===== config.mk =====
export PLATFORM = sky130hd
export DESIGN_NAME = wb_port_scheduler
export DESIGN_NICKNAME = d
export VERILOG_FILES = /design/src/rtl/wb_port_scheduler.sv
export SDC_FILE = /design/constraint.sdc
export NUM_CORES = 1
export LEC_CHECK = 0
export BUFFER_PORTS_ARGS = -buffer_cell sky130_fd_sc_hd__buf_4
export CAP_MARGIN = 25
export CORE_ASPECT_RATIO = 0.6
export CORE_UTILIZATION = 50
export CTS_CLUSTER_SIZE = 10
export DETAILED_ROUTE_END_ITERATION = 12
export GPL_ROUTABILITY_DRIVEN = 0
export PLACE_DENSITY = 0.78
export SLEW_MARGIN = 40
export SYNTH_ARGS = -nofsm -noshare
export SYNTH_HDL_FRONTEND = slang
export SYNTH_SLANG_ARGS = --single-unit

===== constraint.sdc =====
create_clock -name clk_i -period 2.6 [get_ports clk_i]
set_clock_uncertainty 0.1 [all_clocks]
set_input_delay 0.52 -clock clk_i [delete_from_list [all_inputs] [get_ports clk_i]]
set_output_delay 0.52 -clock clk_i [all_outputs]
set_load 0.01 [all_outputs]

===== src/rtl/wb_port_scheduler.sv =====
`default_nettype none
// ============================================================================
// Module      : wb_port_scheduler
// Description : Issue-stage write-back slot scheduler with RegDst select and
//               RAW / WAW / write-port hazard stalls.
// Revision    : 1.0 - initial release
// ============================================================================
module wb_port_scheduler #(
    parameter int ADDR_W  = 5,
    parameter int MAX_LAT = 4,
    parameter int LAT_W   = 3,
    parameter int CNT_W   = 16
) (
    input  logic              clk_i,
    input  logic              rst_i,
    input  logic              flush_i,
    input  logic              issue_valid_i,
    output logic              issue_ready_o,
    input  logic [ADDR_W-1:0] issue_rs_i,
    input  logic [ADDR_W-1:0] issue_rt_i,
    input  logic [ADDR_W-1:0] issue_rd_i,
    input  logic              issue_use_rs_i,
    input  logic              issue_use_rt_i,
    input  logic              issue_regdst_i,
    input  logic              issue_regwrite_i,
    input  logic [LAT_W-1:0]  issue_lat_i,
    output logic [ADDR_W-1:0] dest_o,
    output logic              wb_valid_o,
    output logic [ADDR_W-1:0] wb_dest_o,
    output logic              busy_o,
    output logic [CNT_W-1:0]  stall_cnt_o
);

    localparam logic [LAT_W-1:0] c_max_lat = LAT_W'(MAX_LAT);

    logic [MAX_LAT-1:0] r_slot_valid;
    logic [ADDR_W-1:0]  r_slot_dest [MAX_LAT];
    logic [MAX_LAT-1:0] w_nxt_valid;
    logic [ADDR_W-1:0]  w_nxt_dest  [MAX_LAT];
    logic [LAT_W-1:0]   w_leff;
    logic               w_eff_write;
    logic               w_raw;
    logic               w_waw;
    logic               w_struct;
    logic               w_accept;
    logic [CNT_W-1:0]   r_stall_cnt;

    always_comb begin
        if (issue_lat_i == '0) begin
            w_leff = LAT_W'(1);
        end else if (issue_lat_i > c_max_lat) begin
            w_leff = c_max_lat;
        end else begin
            w_leff = issue_lat_i;
        end
    end

    assign dest_o      = issue_regdst_i ? issue_rd_i : issue_rt_i;
    assign w_eff_write = issue_regwrite_i && (dest_o != '0);

    // Slot 0 is written this cycle and forwarded by the register file, so only
    // slots 1..MAX_LAT-1 can block issue.
    always_comb begin
        w_raw    = 1'b0;
        w_waw    = 1'b0;
        w_struct = 1'b0;
        for (int k = 1; k < MAX_LAT; k++) begin
            if (r_slot_valid[k]) begin
                if (issue_use_rs_i && (issue_rs_i != '0) && (issue_rs_i == r_slot_dest[k])) begin
                    w_raw = 1'b1;
                end
                if (issue_use_rt_i && (issue_rt_i != '0) && (issue_rt_i == r_slot_dest[k])) begin
                    w_raw = 1'b1;
                end
                if (w_eff_write && (dest_o == r_slot_dest[k])) begin
                    w_waw = 1'b1;
                end
                if (w_eff_write && (w_leff == LAT_W'(k))) begin
                    w_struct = 1'b1;
                end
            end
        end
    end

    assign issue_ready_o = !flush_i && !w_raw && !w_waw && !w_struct;
    assign w_accept      = issue_valid_i && issue_ready_o;

    // Invalid slots always carry dest 0, so shifting dest unconditionally is safe.
    always_comb begin
        w_nxt_valid = '0;
        for (int k = 0; k < MAX_LAT; k++) begin
            w_nxt_dest[k] = '0;
        end
        for (int k = 0; k < MAX_LAT - 1; k++) begin
            w_nxt_valid[k] = r_slot_valid[k+1];
            w_nxt_dest[k]  = r_slot_dest[k+1];
        end
        if (w_accept && w_eff_write) begin
            for (int k = 0; k < MAX_LAT; k++) begin
                if (w_leff == LAT_W'(k + 1)) begin
                    w_nxt_valid[k] = 1'b1;
                    w_nxt_dest[k]  = dest_o;
                end
            end
        end
        if (flush_i) begin
            w_nxt_valid = '0;
            for (int k = 0; k < MAX_LAT; k++) begin
                w_nxt_dest[k] = '0;
            end
        end
    end

    always_ff @(posedge clk_i or negedge rst_i) begin
        if (!rst_i) begin
            r_slot_valid <= '0;
            for (int k = 0; k < MAX_LAT; k++) begin
                r_slot_dest[k] <= '0;
            end
        end else begin
            r_slot_valid <= w_nxt_valid;
            for (int k = 0; k < MAX_LAT; k++) begin
                r_slot_dest[k] <= w_nxt_dest[k];
            end
        end
    end

    always_ff @(posedge clk_i or negedge rst_i) begin
        if (!rst_i) begin
            r_stall_cnt <= '0;
        end else if (issue_valid_i && !issue_ready_o && (r_stall_cnt != '1)) begin
            r_stall_cnt <= r_stall_cnt + CNT_W'(1);
        end
    end

    assign wb_valid_o  = r_slot_valid[0];
    assign wb_dest_o   = r_slot_dest[0];
    assign busy_o      = |r_slot_valid;
    assign stall_cnt_o = r_stall_cnt;

endmodule
`default_nettype wire


; Word-level counts from Yosys, hierarchy flattened
; Cells that the tools add are included.
[word_totals]
out_inout_bits = 29
register_bits = 40
elab_cells = 90
[op_classes]
addsub = 1
reduce_logical = 32
n_lt_le_gt_ge = 1
n_eq_ne = 14
n_mux = 36
[ops]
columns = cell, count
row1 = $eq A5 B5 Y1, 9
row2 = $mux W20, 2
row3 = $mux W1, 25
row4 = $mux W5, 5
row5 = $logic_and A1 B1 Y1, 22
row6 = $add A16 B1 Y16 const B, 1
row7 = $ne A16 B16 Y1 const B, 1
row8 = $reduce_bool A5 Y1, 3
row9 = $mux W4, 2
row10 = $eq A3 B2 Y1 const B, 2
row11 = $mux W3, 2
row12 = $logic_not A1 Y1, 5
row13 = $reduce_or A4 Y1, 1
row14 = $eq A3 B1 Y1 const B, 1
row15 = $eq A3 B3 Y1 const B, 1
row16 = $gt A3 B3 Y1 const B, 1
row17 = $logic_not A3 Y1, 1

; Longest topological paths before layout
[depth]
ltp_word = 20
ltp_mapped = 10
ltp_nobuf = 8

; Least setup slack after synthesis
; OpenSTA, ideal clock, no wires.
[synth_timing]
path_kind = input port to output port
start = input issue_regdst_i
end = output issue_ready_o
path_slack_ns = -0.259
arrival_ns = 2.239
path_buffers = 2
cell_stages = 9
cell_sequence = buf_6 mux2i_2 inv_1 xnor2_1 and2_2 a32oi_2 a21oi_4 buf_12 nor2_1
[synth_via]
elab_chain_len = 13
word_cells_on_any_way = 28
cone_classes = eq/ne: 3 / mux: 13 / reduce/logical: 12
[synth_lines]
columns = element, line_no
row1 = start: declaration, 24  ; input logic issue_regdst_i,
row2 = $mux W5 (*), 58  ; assign dest_o = issue_regdst_i ? issue_rd_i : issue_rt_i;
row3 = named net dest_o[4], 27  ; output logic [ADDR_W-1:0] dest_o,
row4 = $reduce_bool A5 Y1, 59  ; assign w_eff_write = issue_regwrite_i && (dest_o != '0);
row5 = $logic_and A1 B1 Y1, 59
row6 = $logic_and A1 B1 Y1, 75  ; if (w_eff_write && (dest_o == r_slot_dest[k])) begin
row7 = $mux W1, 75
row8 = $mux W1, 68  ; if (r_slot_valid[k]) begin
row9 = $mux W1, 75
row10 = $mux W1, 68
row11 = $mux W1, 75
row12 = $mux W1, 68
row13 = $logic_not A1 Y1, 85  ; assign issue_ready_o = !flush_i && !w_raw && !w_waw && !w_struct;
row14 = $logic_and A1 B1 Y1, 85
row15 = $logic_and A1 B1 Y1 (*), 85
row16 = end: declaration, 18  ; output logic issue_ready_o,
; Mark *: on every way through the listed nets, which the timed path passes. The rest lies on a longest branch.

; Worst setup path in the final report
[layout_timing]
start = input issue_rd_i[3]
end = output issue_ready_o
[layout_via]
elab_chain_len = 13
word_cells_on_any_way = 28
cone_classes = eq/ne: 3 / mux: 13 / reduce/logical: 12
[layout_lines]
columns = element, line_no
row1 = start: declaration, 21  ; input logic [ADDR_W-1:0] issue_rd_i,
row2 = $mux W5 (*), 58
row3 = $reduce_bool A5 Y1, 59
row4 = $logic_and A1 B1 Y1, 59
row5 = $logic_and A1 B1 Y1, 75
row6 = $mux W1, 75
row7 = $mux W1, 68
row8 = $mux W1, 75
row9 = $mux W1, 68
row10 = $mux W1, 75
row11 = $mux W1, 68
row12 = $logic_not A1 Y1, 85
row13 = $logic_and A1 B1 Y1, 85
row14 = $logic_and A1 B1 Y1 (*), 85
; Every way passes the cells marked *; elsewhere a longest branch is shown, timed or not.

==> impl_metrics.py <==
metrics = {
    "run_status": {
        "status": "complete, but fails checks",
        "violations": "setup timing",
    },
    "logic_synthesis": {
        "synthSimpleGateAreaFrac_pct": 14.0,
        "syn-instance-count": 259,
        "synth.distinct_cells": 57,
        "synth.mux.area_fraction_pct": 4.85,
        "ys_async_sr_fraction_pct": 100,
        "synth_xor_area_share_pct": 18.4,
        "synth-compound-area-share_pct": 20.0,
        "synthAdderAreaFrac_pct": 0.445,
        "synth_ff_type": "dfrtp_1",
        "avgSynthCellArea_um2": 10.9,
        "synth_edf_count": 0,
        "ys_warn_count": 0,
        "synth.yosys.seq_area_share_pct": 35.6,
        "synth_top_family_by_area": "compound AO/OA/AOI/OAI gates",
        "synth-seq-cells": 40,
        "syn-cell-area_um2": 2810,
        "syn-num-nets": 286,
    },
    "power": {
        "power_mw": 1.74,
        "power_switching_uw": 529,
        "p_per_area_nw_per_um2": 459,
        "leakagePower_nw": 1.67,
        "seq_power_share_pct": 42.1,
        "swShare_pct": 30.5,
        "p_clk_share_pct": 30.7,
        "pwr-share-comb_pct": 27.3,
        "peakVddDrop_v": 0.000290,
        "p_int_mw": 1.21,
    },
    "detailed_routing": {
        "drtPass1Iterations": 5,
        "wl_per_cell_um": 18.6,
        "drt_iter0_markers": 216,
        "route.detailed.drc": 0,
        "postRouteAntennaNets": 0,
        "routed_via_density": 5.87,
        "drt_wl_total_um": 7870,
        "vias": 2483,
    },
    "critical_path": {
        "r2r-start": "r_slot_dest[14]",
        "critPathLaunch": "issue_rd_i[3]",
        "r2r_setup_slack_ps": 120,
        "reg2reg_to": "wb_dest_o[1]",
        "critical_path_class": "input pin to output port",
        "cp.required_ps": 1980,
        "worstRegToRegCells": 9,
        "arrival_ps": 2070,
        "critPathMaxFanout": 2,
        "critPathCaptureType": "output port",
        "start_kind": "input pin",
    },
    "clocking": {
        "path_clk_slew_ps": 90,
        "cts_buffers": 5,
        "clk_path_buf_depth": 2,
        "cts_tree": "built",
        "clk_latency_ps": 300,
        "h-tree-depth": 2,
        "clock-root-buffer": "clkbuf_8",
        "cts_sinks": 40,
    },
    "timing": {
        "slew_headroom_pct": 66.3,
        "finalSetupViolations": 5,
        "slew_violations": 0,
        "rsz0062_at_grt": "yes",
        "max_freq_mhz": 372,
        "setup_ws_ps": -86.3,
        "finalHoldViolations": 0,
        "period_minus_slack_ps": 2690,
        "hold_ws_ps": 78.3,
        "tightest_slew_ps": 506,
        "min_period_over_period_pct": 103,
    },
    "final_layout": {
        "regArea_um2": 1000,
        "drive_gt1_share_pct": 45.7,
        "multi_input_area_um2": 1710,
        "diodes": 0,
        "fill_cells": 376,
        "nets": 383,
        "area_growth_pct": 34.6,
        "layoutNonFillerInstCount": 423,
    },
    "placement": {
        "dp_cells": 407,
        "dpl.hpwl_um": 5720,
        "port-buffer-count": 54,
    },
    "run": {
        "drv_cap": 0,
    },
    "global_route": {
        "antenna_found_initial": 0,
        "grt_start_max_net_pins": 41,
        "grt_pass1_vias": 2379,
        "overflow": 0,
        "grt_util_all_layers_pct": 27.2,
        "grt_pass1_wl_um": 12100,
    },
    "floorplanning": {
        "die_area_um2": 5940,
        "die_h_um": 60.1,
        "fp.dieW_um": 98.8,
        "core_area_um2": 5230,
        "initial_utilization_pct": 53.8,
        "io_pins": 55,
        "row_count": 20,
    },
    "min_path": {
        "hold_path_class": "input pin to asynchronous set/reset pin",
    },
}
## metrics by stage
stage	instance area, um2	setup slack [ps]	util, %	setup TNS (ps)
6_report	3790	-86.3	72.4	-213
5_1_grt	3790	-130	72.4	-556
4_1_cts	3710	-162	70.9	-162
3_5_place_dp	3520	-233	67.4	-3870
3_3_place_gp	3520	-202	67.4	-3040
2_1_floorplan	2850	-77.7	-	-77.7
## cell type report
type,instances,area share (%)
Clock buffer,5,1.82
Clock inverter,3,1.22
Inverter,8,0.793
Multi-Input combinational cell,193,45.1
Sequential cell,40,26.4
Tap cell,66,2.18
Timing Repair Buffer,108,22.4
## worst max path at each step
stage / cells past startpoint / to / slack, ps
2_1_floorplan: 7 / issue_ready_o / -80
3_3_place_gp: 8 / issue_ready_o / -200
3_5_place_dp: 8 / issue_ready_o / -230
4_1_cts: 8 / issue_ready_o / -160
5_1_grt: 9 / issue_ready_o / -130
6_report: 8 / issue_ready_o / -90
## flip-flops by register name, indices dropped and copies added (netlist names)
signal / cells
stall_cnt_o: 16
r_slot_valid: 4
wb_dest_o: 5
r_slot_dest: 15
## worst max-delay path, stage by stage
cell      delay, ps
buf_4           110
or4b_4          530
o31a_4          370
nand4b_4        100
o211a_4         180
nand2_4          60
nor2_4           80
buf_6           100
## timing repair
action / 4_1_cts / 5_1_grt
resized for setup: 8 / 10
setup buffers: 5 / 3
hold buffers: 0 / 0
hold endpoints to repair: 0 / 0
pin swaps: 5 / 12
setup endpoints to repair: 1 / 10
## power groups by stage
| stage | Sequential [mW] | Combinational (mW) | Clock, mW |
|---|---|---|---|
| after floorplan | 0.752 | 0.213 | 0 |
| after global placement | 0.740 | 0.443 | 0 |
| after detailed placement | 0.742 | 0.453 | 0 |
| after CTS | 0.730 | 0.465 | 0.539 |
| after global routing | 0.738 | 0.504 | 0.569 |
| final | 0.730 | 0.474 | 0.533 |
## synthesized netlist by cell type (2+ instances only)
| master | number | area [um2] |
|---|---|---|
| nand2_1 | 4 | 15.0 |
| nand4_1 | 2 | 12.5 |
| nand2_2 | 2 | 12.5 |
| nor4_2 | 2 | 25.0 |
| o21ai_1 | 3 | 15.0 |
| buf_4 | 7 | 52.6 |
| xnor2_1 | 43 | 377 |
| a211oi_2 | 5 | 62.6 |
| mux2i_4 | 4 | 90.1 |
| o2111ai_1 | 4 | 35.0 |
| a21oi_1 | 19 | 95.1 |
| nor2_1 | 12 | 45.0 |
| or4_1 | 4 | 30.0 |
| and4_1 | 3 | 26.3 |
| nor4_1 | 5 | 31.3 |
| buf_6 | 5 | 56.3 |
| nor3_2 | 2 | 20.0 |
| inv_1 | 8 | 30.0 |
| and2_1 | 3 | 18.8 |
| a311oi_1 | 11 | 96.3 |
| and3_1 | 9 | 56.3 |
| xor2_1 | 16 | 140 |
| dfrtp_1 | 40 | 1000 |
| nand3_1 | 3 | 15.0 |
| o2111ai_2 | 3 | 45.0 |
| clkbuf_1 | 3 | 11.3 |
| o21a_1 | 2 | 15.0 |
| o211ai_2 | 6 | 75.1 |
## cells by family (layout without fill, tap and decap cells)
family | after synthesis | in the layout
compound gates | 64 | 64
fa+ha+maj | 1 | 1
flops | 40 | 40
buf+inv | 26 | 124
simple gates | 61 | 61
xor+xnor | 59 | 59
mux | 8 | 8
## routing by layer
| layer | part of all wire, % | routed length [um] | track usage (%) | up-vias |
|---|---|---|---|---|
| met5 | 0 | 0 | 0 | - |
| met4 | 0.89 | 70 | 7.25 | 0 |
| met3 | 8.3 | 649 | 5.61 | 11 |
| met2 | 44 | 3460 | 40.4 | 120 |
| met1 | 47 | 3690 | 40.3 | 1207 |
| li1 | - | - | - | 1145 |
## layout by cell type (no fill, tap or decap), types with 2 or more instances in the layout
cell,synthesis,final
buf_4,7,101
or4_1,4,3
nand2_1,4,4
xnor2_1,43,43
a311oi_1,11,10
a211oi_2,5,5
dfrtp_1,40,40
nor4_1,5,3
nor2_1,12,11
nor4_2,2,4
and3_1,9,9
and2_1,3,3
o21ai_1,3,3
nand3_1,3,3
nor3_2,2,2
o21a_1,2,2
mux2i_4,4,5
buf_6,5,5
inv_1,8,7
clkbuf_8,1,5
and4_1,3,2
a21oi_1,19,19
o2111ai_2,3,3
xor2_1,16,16
o211ai_2,6,6
nand2_4,0,2
o2111ai_1,4,4
nand4_1,2,2
Note: power is estimated with default switching activity, not from simulation.
